**src/rtl/fetch_queue_stage_if.sv**
```systemverilog
// Bundles the instruction-memory, redirect and decode-side handshake signals of the fetch stage.
// The master modport is the fetch stage; the slave side belongs to memory/decode.
interface fetch_queue_stage_if #(
  parameter int XLEN     = 32,
  parameter int FQ_DEPTH = 4
);
  localparam int CNT_W = $clog2(FQ_DEPTH) + 1;

  logic [XLEN-1:0]  imem_addr;
  logic [31:0]      imem_rdata;
  logic             redirect_valid;
  logic [XLEN-1:0]  redirect_target;
  logic             out_valid;
  logic             out_ready;
  logic [31:0]      out_instr;
  logic [XLEN-1:0]  out_pc;
  logic [XLEN-1:0]  out_pc_plus4;
  logic             out_fault;
  logic [CNT_W-1:0] fq_count;

  modport master (
    output imem_addr,
    input  imem_rdata,
    input  redirect_valid,
    input  redirect_target,
    output out_valid,
    input  out_ready,
    output out_instr,
    output out_pc,
    output out_pc_plus4,
    output out_fault,
    output fq_count
  );

  modport slave (
    input  imem_addr,
    output imem_rdata,
    output redirect_valid,
    output redirect_target,
    input  out_valid,
    output out_ready,
    input  out_instr,
    input  out_pc,
    input  out_pc_plus4,
    input  out_fault,
    input  fq_count
  );
endinterface

```
**src/rtl/fetch_queue_stage.sv**
```systemverilog
// Instruction fetch stage: walks the PC through a combinational-read memory and buffers
// {pc, instr, fault} entries in a registered FIFO; out-of-range fetches halt until redirected.
module fetch_queue_stage #(
  parameter int              XLEN       = 32,
  parameter logic [XLEN-1:0] RESET_PC   = '0,
  parameter int              IMEM_WORDS = 256,
  parameter int              FQ_DEPTH   = 4
) (
  input logic                clk,
  input logic                rst,
  fetch_queue_stage_if.master bus
);
  localparam int              PTR_W       = $clog2(FQ_DEPTH);
  localparam int              CNT_W       = PTR_W + 1;
  localparam logic [CNT_W-1:0] FULL_CNT   = CNT_W'(FQ_DEPTH);
  localparam logic [XLEN:0]   IMEM_BYTES  = (XLEN+1)'(IMEM_WORDS * 4);
  localparam logic [XLEN-1:0] PC_MASK     = {{(XLEN-2){1'b1}}, 2'b00};
  localparam logic [31:0]     FAULT_INSTR = 32'h0000_0013;

  typedef enum logic {FETCH, HALTED} state_t;

  typedef struct packed {
    logic [XLEN-1:0] pc;
    logic [31:0]     instr;
    logic            fault;
  } entry_t;

  state_t                     state_q, state_d;
  logic [XLEN-1:0]            pc_q, pc_d;
  logic [CNT_W-1:0]           count_q, count_d;
  logic [PTR_W-1:0]           rd_ptr_q, rd_ptr_d;
  logic [PTR_W-1:0]           wr_ptr_q, wr_ptr_d;
  entry_t [FQ_DEPTH-1:0]      entries_q, entries_d;

  logic   pop;
  logic   push;
  logic   has_space;
  logic   in_range;
  entry_t head;

  always_ff @(posedge clk or negedge rst) begin
    if (!rst) begin
      state_q   <= FETCH;
      pc_q      <= RESET_PC & PC_MASK;
      count_q   <= '0;
      rd_ptr_q  <= '0;
      wr_ptr_q  <= '0;
      entries_q <= '0;
    end else begin
      state_q   <= state_d;
      pc_q      <= pc_d;
      count_q   <= count_d;
      rd_ptr_q  <= rd_ptr_d;
      wr_ptr_q  <= wr_ptr_d;
      entries_q <= entries_d;
    end
  end

  // Redirect wins over everything: it flushes the queue, discarding any same-cycle pop or push.
  always_comb begin
    state_d   = state_q;
    pc_d      = pc_q;
    count_d   = count_q;
    rd_ptr_d  = rd_ptr_q;
    wr_ptr_d  = wr_ptr_q;
    entries_d = entries_q;
    push      = 1'b0;
    pop       = (count_q != '0) && bus.out_ready;
    has_space = (count_q != FULL_CNT) || pop;
    in_range  = {1'b0, pc_q} < IMEM_BYTES;

    if (bus.redirect_valid) begin
      state_d  = FETCH;
      pc_d     = bus.redirect_target & PC_MASK;
      count_d  = '0;
      rd_ptr_d = '0;
      wr_ptr_d = '0;
    end else begin
      if (state_q == FETCH && has_space) begin
        push = 1'b1;
        if (in_range) begin
          entries_d[wr_ptr_q] = '{pc: pc_q, instr: bus.imem_rdata, fault: 1'b0};
          pc_d                = pc_q + XLEN'(4);
        end else begin
          entries_d[wr_ptr_q] = '{pc: pc_q, instr: FAULT_INSTR, fault: 1'b1};
          state_d             = HALTED;
        end
        wr_ptr_d = wr_ptr_q + PTR_W'(1);
      end
      if (pop) begin
        rd_ptr_d = rd_ptr_q + PTR_W'(1);
      end
      case ({push, pop})
        2'b10:   count_d = count_q + CNT_W'(1);
        2'b01:   count_d = count_q - CNT_W'(1);
        default: count_d = count_q;
      endcase
    end
  end

  // Fault is gated with valid so a stale head entry can never signal a fault while empty.
  assign head             = entries_q[rd_ptr_q];
  assign bus.imem_addr    = pc_q;
  assign bus.out_valid    = (count_q != '0);
  assign bus.out_instr    = head.instr;
  assign bus.out_pc       = head.pc;
  assign bus.out_pc_plus4 = head.pc + XLEN'(4);
  assign bus.out_fault    = (count_q != '0) && head.fault;
  assign bus.fq_count     = count_q;
endmodule

```
**src/flat_wrapper.sv**
```systemverilog
// flat-port wrapper written by rule: the top's interface ports become plain ports
module fetch_queue_stage_flat 
#(
  parameter int              XLEN       = 32,
  parameter logic [XLEN-1:0] RESET_PC   = '0,
  parameter int              IMEM_WORDS = 256,
  parameter int              FQ_DEPTH   = 4
)
  (clk, rst, bus_imem_addr, bus_imem_rdata, bus_redirect_valid, bus_redirect_target, bus_out_valid, bus_out_ready, bus_out_instr, bus_out_pc, bus_out_pc_plus4, bus_out_fault, bus_fq_count);
  fetch_queue_stage_if #(.XLEN(XLEN), .FQ_DEPTH(FQ_DEPTH)) bus_i ();
  input logic clk;
  input logic rst;
  output wire logic [$bits(bus_i.imem_addr)-1:0] bus_imem_addr;
  input wire logic [$bits(bus_i.imem_rdata)-1:0] bus_imem_rdata;
  input wire logic [$bits(bus_i.redirect_valid)-1:0] bus_redirect_valid;
  input wire logic [$bits(bus_i.redirect_target)-1:0] bus_redirect_target;
  output wire logic [$bits(bus_i.out_valid)-1:0] bus_out_valid;
  input wire logic [$bits(bus_i.out_ready)-1:0] bus_out_ready;
  output wire logic [$bits(bus_i.out_instr)-1:0] bus_out_instr;
  output wire logic [$bits(bus_i.out_pc)-1:0] bus_out_pc;
  output wire logic [$bits(bus_i.out_pc_plus4)-1:0] bus_out_pc_plus4;
  output wire logic [$bits(bus_i.out_fault)-1:0] bus_out_fault;
  output wire logic [$bits(bus_i.fq_count)-1:0] bus_fq_count;
  assign bus_imem_addr = bus_i.imem_addr;
  assign bus_i.imem_rdata = bus_imem_rdata;
  assign bus_i.redirect_valid = bus_redirect_valid;
  assign bus_i.redirect_target = bus_redirect_target;
  assign bus_out_valid = bus_i.out_valid;
  assign bus_i.out_ready = bus_out_ready;
  assign bus_out_instr = bus_i.out_instr;
  assign bus_out_pc = bus_i.out_pc;
  assign bus_out_pc_plus4 = bus_i.out_pc_plus4;
  assign bus_out_fault = bus_i.out_fault;
  assign bus_fq_count = bus_i.fq_count;
  fetch_queue_stage #(.XLEN(XLEN), .RESET_PC(RESET_PC), .IMEM_WORDS(IMEM_WORDS), .FQ_DEPTH(FQ_DEPTH)) u_core (.clk(clk), .rst(rst), .bus(bus_i));
endmodule
```
**config.mk**
```make
export PLATFORM = sky130hd
export DESIGN_NAME = fetch_queue_stage_flat
export DESIGN_NICKNAME = d
export VERILOG_FILES = /design/src/rtl/fetch_queue_stage_if.sv /design/src/rtl/fetch_queue_stage.sv /design/src/flat_wrapper.sv
export SDC_FILE = /design/constraint.sdc
export NUM_CORES = 1
export LEC_CHECK = 0
export ABC_AREA = 1
export ABC_CLOCK_PERIOD_IN_PS = 6800
export BUFFER_PORTS_ARGS = -buffer_cell sky130_fd_sc_hd__clkbuf_2
export CAP_MARGIN = 20
export CELL_PAD_IN_SITES_DETAIL_PLACEMENT = 0
export CELL_PAD_IN_SITES_GLOBAL_PLACEMENT = 1
export CORE_ASPECT_RATIO = 0.6
export CORE_UTILIZATION = 35
export CTS_BUF_LIST = sky130_fd_sc_hd__clkbuf_16
export DETAILED_ROUTE_END_ITERATION = 16
export GPL_TIMING_DRIVEN = 1
export PLACE_DENSITY = 0.73
export SLEW_MARGIN = 0
export SYNTH_ARGS = -nofsm -noshare
export SYNTH_HDL_FRONTEND = slang
export SYNTH_SLANG_ARGS = --single-unit
export TNS_END_PERCENT = 1
```
**constraint.sdc**
```tcl
create_clock -name clk -period 6.8 [get_ports clk]
set_clock_uncertainty 0.15 [all_clocks]
set_input_delay 1.02 -clock clk [delete_from_list [all_inputs] [get_ports clk]]
set_output_delay 1.02 -clock clk [all_outputs]
set_load 0.02 [all_outputs]
```
# --- Word level (Yosys, flattened, before mapping) ---
# Cells that the tools add are included.
op_classes:
  bitwise_logic: 2
  mul: 0
  reduce_logical: 13
  shifts: 0
  n_div: 0
  add_sub_neg: 6
  eq_ne: 4
  mux: 21
  n_lt_le_gt_ge: 4
op_table:
  columns: ["operator", "n"]
  rows:
  - ["bitwise mux 260 bit", 2]
  - ["2-to-1 mux 260 bit", 1]
  - ["binary-select mux 65 bit (select 2 bit)", 1]
  - ["demux 65 bit (select 2 bit)", 1]
  - ["2-to-1 mux 65 bit", 2]
  - ["2-to-1 mux 32 bit", 3]
  - ["adder 32 x 3 -> 32 bit (second input constant)", 2]
  - ["less-than comparator 32 x 11 -> 1 bit (second input constant)", 1]
  - ["2-to-1 mux 2 bit", 4]
  - ["less-than comparator 2 x 3 -> 1 bit (second input constant)", 2]
  - ["case mux 3 bit (2 select lines)", 1]
  - ["AND reduction 2 bit", 3]
  - ["nonzero test 2 bit", 3]
  - ["nonzero test 3 bit", 2]
  - ["2-to-1 mux 1 bit", 5]
  - ["adder 2 x 1 -> 2 bit (second input constant)", 2]
  - ["logical AND 1 bit", 4]
  - ["adder 3 x 1 -> 3 bit (second input constant)", 1]
  - ["2-to-1 mux 3 bit", 1]
  - ["!= test 3 bit (second input constant)", 1]
  - ["subtractor 3 x 1 -> 3 bit (second input constant)", 1]
  - ["equality test 2 x 1 -> 1 bit (second input constant)", 1]
  - ["equality test 2 bit (second input constant)", 1]
  - ["greater-or-equal comparator 2 x 1 -> 1 bit (second input constant)", 1]
  - ["3 further kinds", 4]
word_totals:
  wordCells: 67
  register_bits: 300
  romBits: 0
  latch_bits: 0
  ram_bits: 0
  n_memories: 0

# --- Longest topological paths before layout ---
# Gate-level depths: netlist of the first run.
depth:
  ltp_word: 9
  mapped_depth: 14
  mapped_depth_nobuf: 12

# --- Least setup slack after synthesis of the first run ---
# Ideal clock, no wire load.
synth_timing:
  path_kind: "register to output"
  from: "register u_core.rd_ptr_q[0]"
  to: "output port bus_out_pc_plus4[16]"
  stages_incl_launch_ff: 13
  arrival_time_ps: 2123
  required_ps: 5630
  setup_slack_ps: 3507
  cell_sequence: "dfrtp_1 buf_6 inv_6 buf_6 nand2_1 nand2_1 nand2_1 nand2_1 ha_1 nand3_2 nor2_1 nand2_1 xor2_1"
synth_via:
  elab_chain_cells: 3
synth_rtl:
  columns: ["item", "line_no", "rtl"]
  rows:
  - ["from (decl)", "fetch_queue_stage.sv:31", "logic [PTR_W-1:0] rd_ptr_q, rd_ptr_d;"]
  - ["from (signal assigned)", "fetch_queue_stage.sv:53", "rd_ptr_q <= rd_ptr_d;"]
  - ["binary-select mux 65 bit (select 2 bit)", "fetch_queue_stage.sv:102", "assign head = entries_q[rd_ptr_q];"]
  - ["2-to-1 mux 65 bit (implied by the code)", "fetch_queue_stage.sv:102", null]
  - ["via bus_out_pc[2]", "flat_wrapper.sv:20", "output wire logic [$bits(bus_i.out_pc)-1:0] bus_out_pc;"]
  - ["adder 32 x 3 -> 32 bit", "fetch_queue_stage.sv:107", "assign bus.out_pc_plus4 = head.pc + XLEN'(4);"]
  - ["to (decl)", "flat_wrapper.sv:21", "output wire logic [$bits(bus_i.out_pc_plus4)-1:0] bus_out_pc_plus4;"]
# The timed path passes the listed nets, and every way through them passes these cells. The select of a mux whose other input is x is not followed.

# --- Worst setup path after layout of the first run ---
layout_timing:
  from: "register u_core.rd_ptr_q[1]"
  to: "output port bus_out_pc_plus4[16]"
layout_via:
  elab_chain_cells: 3
layout_rtl:
  columns: ["item", "line_no"]
  rows:
  - ["binary-select mux 65 bit (select 2 bit)", "fetch_queue_stage.sv:102"]
  - ["2-to-1 mux 65 bit (implied by the code)", "fetch_queue_stage.sv:102"]
  - ["adder 32 x 3 -> 32 bit", "fetch_queue_stage.sv:107"]
# Every way passes these cells. The select of a mux whose other input is x is not followed.

==> summary.md, run 1 <==
| Metric | Value |
|---|---|
| Finished Cell Area | `16520 um^2` |
| Largest net degree at the start of global routing | `124` |
| Number of antenna violations at the first check in global routing | `2` |
| Post-synthesis sequential element count | `290` |
| Clock insertion delay at the later pin of the skew report | `570 ps` |
| Setup bufs post-CTS | `0` |
| Critical path fanouts, max | `45` |
| Max-slew violations | `0` |
| Max_cap viols | `0` |
| Reg2reg setup slack | `3250 ps` |
| Count of TritonRoute iterations in the first routing pass | `6` |
| Highest clock frequency the design can meet | `191.5 MHz` |
| Setup repair after global routing missed its margin | `no` |
| Unique cell type count in the Yosys netlist | `32` |
| Cell-by-cell trace of the critical path | `inv_2 > buf_4 > nand2_1 > nand2_1 > ha_1 > nand3_2 > nor2_1 > nand2_1 > xor2_1 > clkbuf_2` |
| Total CTS buffers | `30` |
| Final Instance Count excl. Fillers | `2607` |
| Antenna-violating nets left | `0` |
| Clock transition at the register clock pins on the worst setup and hold paths after CTS | `60 ps` |
| Crit path max-delay cell type | `sky130_fd_sc_hd__inv_2` |
| Leakage power summed over all cells | `8.327 nW` |
| Met2 routing resource usage after global routing | `32.00%` |
| Setup TNS | `0 ps` |
| Vias in the first global route | `12286` |
| Leading cell type by number of instances after synthesis | `sky130_fd_sc_hd__nand2_1` |
| Mux contribution to synthesized area | `0%` |
| Count of input and output buffers | `192` |
| Worst slew margin relative to its limit | `32.12%` |
| Total number of placement rows | `57` |
| Synthesized-area fraction occupied by and/or/nand/nor cells | `30.28%` |
| IO Pins | `201` |
| Placed cells | `2550` |
| Starting DRC count in detailed routing | `1091` |
| Worst flop-to-flop path startpoint | `u_core.bus.imem_addr[24]` |
| Largest stage delay, worst path | `840 ps` |
| Leading post-synthesis cells by cell area | `sky130_fd_sc_hd__dfrtp_1 (50%), sky130_fd_sc_hd__nand2_1 (21%), sky130_fd_sc_hd__o21ai_0 (8.8%)` |
| Average via count per standard cell | `4.945` |
| Startpoint kind of the worst setup timing path | `flop` |
| Maximum VDD drop | `0.0002137 V` |
| Hold slack | `328.6 ps` |
| Starting density of the core | `35.57%` |
| Main flop type after synthesis | `sky130_fd_sc_hd__dfrtp_1` |
| Total number of clock tree sinks | `290` |
| Combined global-route utilization of all metal layers | `22.06%` |
| Final GP Congestion | `0.8452` |
| Cell count after synthesis | `1923` |
| Synth top area share | `50.37%` |
| Register-to-Register Path Depth | `10` |
| TritonCTS clock tree | `done` |
| Area of the die | `42010 um^2` |
| Gr ovfl total | `0` |
| Post-layout min period | `5221 ps` |
| Met1 Resource Use GR | `33.77%` |
| Power per Cell Area | `412.7 nW/um^2` |
| Library cell appearing most often on the critical path | `sky130_fd_sc_hd__nand2_1` |
| Fraction of the yosys area taken by sequential cells | `50.37%` |
| Transition at the pin with the smallest max-transition slack | `1015 ps` |
| Leading area contributor after synthesis | `sky130_fd_sc_hd__dfrtp_1` |
| Estimated wirelength of the detail-placed design | `29.70 mm` |
| Width of the die | `263.9 um` |
| Outcome | `complete, no violations` |
| Leading cell types by count after synthesis | `sky130_fd_sc_hd__nand2_1 (823), sky130_fd_sc_hd__dfrtp_1 (290), sky130_fd_sc_hd__o21ai_0 (252)` |
| Number of instances on the worst hold path | `2` |
| Maximum root-to-sink buffer count | `3` |
| Portion of the clock cycle consumed by the worst path in the final layout | `76.78%` |
| WL per Instance | `17.64 um` |
| Met3 usage in global routing | `4.330%` |
| End point of the worst hold path | `u_core.entries_q[55]` |
| Fraction of the mapped netlist area in compound gates | `11.46%` |
| Final setup violation count | `0` |
| Min-delay src | `u_core.entries_q[55]` |
| P&R area growth vs syn | `14.66%` |
| Arithmetic-cell share of the synthesized area counting full adders, half adders and majority gates | `0.6600%` |
| Worst EP required | `5630 ps` |
| Async set or reset register ratio after synthesis | `100.0%` |
| Top Usage Layer GRT | `met1` |
| Final Worst Setup Slack | `1579 ps` |
| Mean cell area of the mapped netlist | `7.492 um^2` |
| XOR/XNOR share of the synthesized area | `1.277%` |
| Total number of nets in the final design | `2126` |
| Largest family of logic cells by synthesized area | `simple AND/OR/NAND/NOR gates` |
| Post-placement worst setup slack | `2163 ps` |
| Hold-fix buffers, CTS | `0` |
| Total number of H-tree levels | `1` |
| Ratio of cells with drive above 1 in the final layout | `13.89%` |
| First-pass GRT wire length | `72.71 mm` |
| Syn Std Cell Area | `14410 um^2` |
| Total Wirelength | `45.99 mm` |
| Classification of the worst-slack hold path | `reg2reg` |
| Buffer cell driving the clock tree root | `sky130_fd_sc_hd__clkbuf_16` |
| Number of enable-type register cells in the synthesized netlist | `0` |
| Number of resized instances in the post-cts repair step | `0` |
| DR DRC count | `0` |
| Die height | `159.2 um` |
| Setup Crit Path Kind | `reg2out` |
| Core Box Area | `40510 um^2` |
| Endpoint arrival time on the critical path | `4050 ps` |
| Vias after detailed routing | `12892` |
| Placed Area | `15620 um^2` |
| Worst reg2reg path endpoint | `u_core.bus.imem_addr[7]` |
| CP Capture Type | `output pin` |
| Number of warning messages in the yosys log | `0` |
| Count of final hold-check violations | `0` |
-- area by class of cell --
type                    instances  area [um^2]
clock buffers                  31        775.7
fillers                      4252        23990
well taps                     531        664.4
multi-input cells            1451         6326
repair buffers                209         1099
inverters                      69        264.0
clock inverters                24        123.9
diodes                          2        5.005
flip-flops and latches        290         7262
-- routing by layer --
metal / share of wire (%) / vias to the layer above
met5: 0 / -
met4: 1.7 / 0
li1: - / 6347
met2: 41 / 340
met1: 50 / 6154
met3: 7.2 / 51
-- metrics by stage --
| stage | utilization (%) | total power [W] |
|---|---|---|
| 6_report | 40.78 | 0.006818 |
| 5_1_grt | 40.78 | 0.007299 |
| 4_1_cts | 40.77 | 0.006857 |
| 3_5_place_dp | 38.55 | 0.005293 |
| 3_3_place_gp | 38.55 | 0.005255 |
| 2_1_floorplan | - | 0.004283 |
-- where the power goes --
part / switching (W) / internal, W / total, W
combinational: 0.00207 / 0.000812 / 0.00288
sequential: 0.000273 / 0.00212 / 0.00239
clock: 0.000694 / 0.000853 / 0.00155
-- kinds of logic after synthesis --
| group | count (synthesis) |
|---|---|
| AO/OA/AOI/OAI | 314 |
| buffers and inverters | 187 |
| adder cells (fa/ha/maj) | 7 |
| XOR/XNOR | 21 |
| AND/OR/NAND/NOR | 1103 |
| flip-flops | 290 |
| other | 1 |
-- cells in the final DEF, fill, tap and decap left out, types with 2 or more instances in the layout --
master | synthesis | layout
sky130_fd_sc_hd__nand2_1 | 823 | 819
sky130_fd_sc_hd__dfrtp_1 | 290 | 288
sky130_fd_sc_hd__o21ai_0 | 252 | 252
sky130_fd_sc_hd__clkbuf_2 | 0 | 191
sky130_fd_sc_hd__nor2_1 | 153 | 153
sky130_fd_sc_hd__nand3_1 | 91 | 91
sky130_fd_sc_hd__inv_1 | 64 | 71
sky130_fd_sc_hd__o22ai_1 | 32 | 32
sky130_fd_sc_hd__clkbuf_16 | 0 | 31
sky130_fd_sc_hd__nand2_2 | 20 | 24
sky130_fd_sc_hd__xor2_1 | 20 | 20
sky130_fd_sc_hd__buf_4 | 12 | 17
sky130_fd_sc_hd__clkinv_1 | 0 | 11
sky130_fd_sc_hd__a21oi_1 | 10 | 10
sky130_fd_sc_hd__nor2_2 | 6 | 6
sky130_fd_sc_hd__o211ai_1 | 6 | 6
sky130_fd_sc_hd__o21a_1 | 6 | 6
sky130_fd_sc_hd__ha_1 | 6 | 6
sky130_fd_sc_hd__conb_1 | 1 | 6
sky130_fd_sc_hd__inv_2 | 4 | 5
sky130_fd_sc_hd__nand4_1 | 5 | 5
sky130_fd_sc_hd__o21ai_1 | 5 | 5
sky130_fd_sc_hd__nor2_4 | 3 | 3
sky130_fd_sc_hd__clkinv_2 | 0 | 3
sky130_fd_sc_hd__diode_2 | 0 | 2
-- worst max-delay path: cells and delay by family (launching register included) --
kind | cells | cell delay [ps]
buf+inv | 3 | 1380
simple gates | 5 | 950
xor+xnor | 1 | 150
flops | 1 | 700
fa+ha+maj | 1 | 260
-- worst max-delay path by stage --
stage / startpoint / end / slack, ps / cells past startpoint
floorplan: u_core.rd_ptr_q[0] / bus_out_pc_plus4[16] / 3510 / 12
global placement: u_core.rd_ptr_q[1] / bus_out_pc_plus4[16] / 2160 / 10
detailed placement: u_core.rd_ptr_q[1] / bus_out_pc_plus4[16] / 2160 / 10
CTS: u_core.rd_ptr_q[1] / bus_out_pc_plus4[16] / 1530 / 10
global route: u_core.rd_ptr_q[1] / bus_out_pc_plus4[16] / 1310 / 10
finish: u_core.rd_ptr_q[1] / bus_out_pc_plus4[16] / 1580 / 10
-- flip-flops by register name, summed over array words and instances, names as in the netlist --
register              flops
u_core.entries_q        252
u_core.wr_ptr_q           2
u_core.bus.imem_addr     30
u_core.rd_ptr_q           2
u_core.state_q            1
u_core.bus.fq_count       3
No activity file was read; power rests on OpenSTA's default activity.
==> run 2, diff against run 1 <==
--- a/config.mk
+++ b/config.mk
@@ -5,8 +5,8 @@
 export SDC_FILE = /design/constraint.sdc
 export NUM_CORES = 1
 export LEC_CHECK = 0
-export ABC_AREA = 1
-export ABC_CLOCK_PERIOD_IN_PS = 6800
+export ABC_AREA = 0
+export ABC_CLOCK_PERIOD_IN_PS = 5400
 export BUFFER_PORTS_ARGS = -buffer_cell sky130_fd_sc_hd__clkbuf_2
 export CAP_MARGIN = 20
 export CELL_PAD_IN_SITES_DETAIL_PLACEMENT = 0
@@ -16,7 +16,7 @@
 export CTS_BUF_LIST = sky130_fd_sc_hd__clkbuf_16
 export DETAILED_ROUTE_END_ITERATION = 16
 export GPL_TIMING_DRIVEN = 1
-export PLACE_DENSITY = 0.73
+export PLACE_DENSITY = 0.67
 export SLEW_MARGIN = 0
 export SYNTH_ARGS = -nofsm -noshare
 export SYNTH_HDL_FRONTEND = slang
==> constraint.sdc (replaced) <==
create_clock -name clk -period 5.4 [get_ports clk]
set_clock_uncertainty 0.15 [all_clocks]
set_input_delay 0.81 -clock clk [delete_from_list [all_inputs] [get_ports clk]]
set_output_delay 0.81 -clock clk [all_outputs]
set_load 0.02 [all_outputs]
==> run 2 against run 1 <==
Net effect:
- hold slack got worse by 160 ps
- clock-buffer cell count decreased by 2
- core utilization increased by 1.1 points
- critical path type unchanged
- largest cell class unchanged
- highest routed layer unchanged
==> summary.md, run 2 <==
| Metric | Value |
|---|---|
| Width of the die | `257.3 um (-2.5%)` |
| Unique cell type count in the Yosys netlist | `42 (+31%)` |
| Power per Cell Area | `480.1 nW/um^2 (+16%)` |
| Cell-by-cell trace of the critical path | `buf_4 > mux4_1 > and4_1 > nand4_4 > nor4_2 > xor2_1 > clkbuf_2` |
| Worst EP required | `4440 ps (-1190 ps)` |
| Core Box Area | `38120 um^2 (-5.9%)` |
| Maximum root-to-sink buffer count | `3 (unchanged)` |
| CP Capture Type | `output pin` |
| Die height | `155.2 um (-2.5%)` |
| Vias in the first global route | `8550 (-30%)` |
| Combined global-route utilization of all metal layers | `16.48% (-5.6 points)` |
| Post-layout min period | `4596 ps` |
| Startpoint kind of the worst setup timing path | `flop` |
| Main flop type after synthesis | `sky130_fd_sc_hd__dfrtp_1` |
| Max_cap viols | `0 (unchanged)` |
| Syn Std Cell Area | `13690 um^2 (-5.0%)` |
| Placed cells | `1568 (-39%)` |
| Starting DRC count in detailed routing | `373 (-66%)` |
| Setup bufs post-CTS | `0 (unchanged)` |
| Largest net degree at the start of global routing | `115 (-7.3%)` |
| DR DRC count | `0 (unchanged)` |
| WL per Instance | `20.03 um (+14%)` |
| Leading cell types by count after synthesis | `sky130_fd_sc_hd__dfrtp_1 (290), sky130_fd_sc_hd__mux2_2 (269), sky130_fd_sc_hd__mux4_2 (45)` |
| Total number of nets in the final design | `1162 (-45%)` |
| Average via count per standard cell | `5.086 (+2.9%)` |
| Commonest non-fill, non-tap cell in the layout | `sky130_fd_sc_hd__dfrtp_1` |
| Leading area contributor after synthesis | `sky130_fd_sc_hd__dfrtp_1` |
| Transition at the pin with the smallest max-transition slack | `902.7 ps (-111.9 ps)` |
| Number of warning messages in the yosys log | `0 (unchanged)` |
| TritonCTS clock tree | `done` |
| Total CTS buffers | `29 (-3.3%)` |
| Fill cell instance count of the final layout | `3598 (-15%)` |
| Estimated wirelength of the detail-placed design | `20.52 mm (-31%)` |
| Crit path max-delay cell type | `sky130_fd_sc_hd__dfrtp_4` |
| Outcome | `complete, no violations` |
| Total number of H-tree levels | `1 (unchanged)` |
| Cell type group with the largest total delay on the critical path | `simple AND/OR/NAND/NOR gates` |
| Setup Crit Path Kind | `reg2out` |
| Mean cell area of the mapped netlist | `15.03 um^2 (+100%)` |
| Count of TritonRoute iterations in the first routing pass | `4 (-2)` |
| Setup TNS | `0 ps (unchanged)` |
| Final GP Congestion | `0.7278 (-14%)` |
| Endpoint arrival time on the critical path | `3640 ps (-410 ps)` |
| First-pass GRT wire length | `51.34 mm (-29%)` |
| Setup repair after global routing missed its margin | `no` |
| Clock transition at the register clock pins on the worst setup and hold paths after CTS | `70 ps (about the same)` |
| Area of the die | `39930 um^2 (-4.9%)` |
| Fraction of the yosys area taken by sequential cells | `53.02% (+2.6 points)` |
| Clock insertion delay at the later pin of the skew report | `550 ps (-20 ps)` |
| P&R area growth vs syn | `16.67%` |
| Leakage power summed over all cells | `7.253 nW (-13%)` |
| Leading post-synthesis cells by cell area | `sky130_fd_sc_hd__dfrtp_1 (53%), sky130_fd_sc_hd__mux2_2 (22%), sky130_fd_sc_hd__mux4_2 (7.4%)` |
| Critical path fanouts, max | `32 (-29%)` |
| Starting density of the core | `35.90% (+0.34 points)` |
| Synth top area share | `53.02% (+2.6 points)` |
| Ratio of cells with drive above 1 in the final layout | `52.85% (+39 points)` |
| Total number of placement rows | `55 (-3.5%)` |
| Antenna-violating nets left | `0 (unchanged)` |
| Reg2reg setup slack | `2080 ps (-1170 ps)` |
| Classification of the worst-slack hold path | `in2async` |
| Gr ovfl total | `0 (unchanged)` |
| Number of resized instances in the post-cts repair step | `0 (unchanged)` |
| Max FFs per register | `252 (unchanged)` |
| Highest clock frequency the design can meet | `217.6 MHz` |
| IO Pins | `201 (unchanged)` |
| Final setup violation count | `0 (unchanged)` |
| Top reg by flops | `u_core.entries_q` |
| Cell count after synthesis | `911 (-53%)` |
| Total Wirelength | `32.47 mm (-29%)` |
| Hold-fix buffers, CTS | `0 (unchanged)` |
| Commonest cells after routing, fill and taps aside | `sky130_fd_sc_hd__dfrtp_1 (288), sky130_fd_sc_hd__mux2_2 (269), sky130_fd_sc_hd__clkbuf_2 (191), sky130_fd_sc_hd__mux4_2 (45), sky130_fd_sc_hd__and2_1 (31)` |
| CP bufs+invs | `2 (-1)` |
| Number of antenna violations at the first check in global routing | `0 (-2)` |
| Worst slew margin relative to its limit | `39.82% (+7.7 points)` |
| Async set or reset register ratio after synthesis | `100.0% (unchanged)` |
| Leading cell type by number of instances after synthesis | `sky130_fd_sc_hd__dfrtp_1` |
| Post-synthesis sequential element count | `290 (unchanged)` |
| Count of final hold-check violations | `0 (unchanged)` |
| Buffer cell driving the clock tree root | `sky130_fd_sc_hd__clkbuf_16` |
| Number of enable-type register cells in the synthesized netlist | `0 (unchanged)` |
| Count of input and output buffers | `192 (unchanged)` |
| Total number of clock tree sinks | `290 (unchanged)` |
| Maximum VDD drop | `0.0002638 V (+23%)` |
| Final Instance Count excl. Fillers | `1621 (-38%)` |
| Largest stage delay, worst path | `860 ps (+20 ps)` |
| Max-slew violations | `0 (unchanged)` |
| Portion of the clock cycle consumed by the worst path in the final layout | `85.11%` |
| Vias after detailed routing | `8245 (-36%)` |
-- run 2: through the flow --
step	total power, W	setup slack (ps)	cell area, um^2	utilization, %	hold WS (ps)
global placement	0.005832	1357	15070	39.52	330.8
finish	0.007667	804.2	15970	41.89	173.2
CTS	0.007777	729.2	15940	41.81	212.2
floorplan	0.005021	1787	13710	-	322.0
detailed placement	0.005889	1329	15100	39.60	336.9
global route	0.008102	527.7	15970	41.88	238.8
-- run 2: area by class of cell --
class	instances	area [um^2]	share of cell area, %
antenna	1	2.502	0.01567
clock buffer	29	725.7	4.544
clock inverter	22	118.9	0.7443
inverter	14	52.55	0.3291
multi-input combinational	547	6031	37.76
sequential	290	7264	45.49
tap	513	641.9	4.019
timing repair buffer	205	1134	7.098
-- run 2: worst paths after layout --
check | endpoint | start | cells past startpoint
worst max-delay path | bus_out_pc_plus4[27] | u_core.rd_ptr_q[0] | 7
worst min-delay path | u_core.bus.imem_addr[20] | rst | 1
worst max register to register | u_core.entries_q[160] | u_core.bus.imem_addr[10] | 6
worst min register to register | u_core.entries_q[119] | u_core.entries_q[119] | 1
max in group asynchronous | u_core.entries_q[155] | rst | 2
min in group clk | u_core.bus.imem_addr[4] | bus_redirect_target[4] | 3
-- run 2: per-layer routing --
layer	GRT usage [%]	vias up	part of all wire [%]
li1	-	3681	-
met1	24.86	4390	51
met2	25.20	140	45
met3	2.867	34	3.4
met4	2.480	0	1.3
met5	0	-	0
-- run 2: worst register-to-register path, stage by stage (launching register included) --
cell and delay [ps]:
sky130_fd_sc_hd__dfrtp_1 480, sky130_fd_sc_hd__nor4_1 600, sky130_fd_sc_hd__nand4_1 790, sky130_fd_sc_hd__nor2_2 360
sky130_fd_sc_hd__buf_4 410, sky130_fd_sc_hd__and2_1 290, sky130_fd_sc_hd__mux2_2 180
-- run 2: cell families after synthesis --
group / count (synthesis) / synth area share (%)
multiplexers: 336 / 33.28
flip-flops: 290 / 53.02
AND/OR/NAND/NOR: 137 / 6.362
buffers and inverters: 79 / 3.227
XOR/XNOR: 38 / 2.431
AO/OA/AOI/OAI: 23 / 0.9597
adder cells (fa/ha/maj): 7 / 0.6947
other: 1 / 0.02740
-- run 2: where the power goes --
group	leakage, nW	internal [W]	switching (W)	total (W)
clock	0.439	0.00101	0.000838	0.00185
combinational	3.09	0.00122	0.00157	0.00278
sequential	3.72	0.00266	0.000369	0.00303
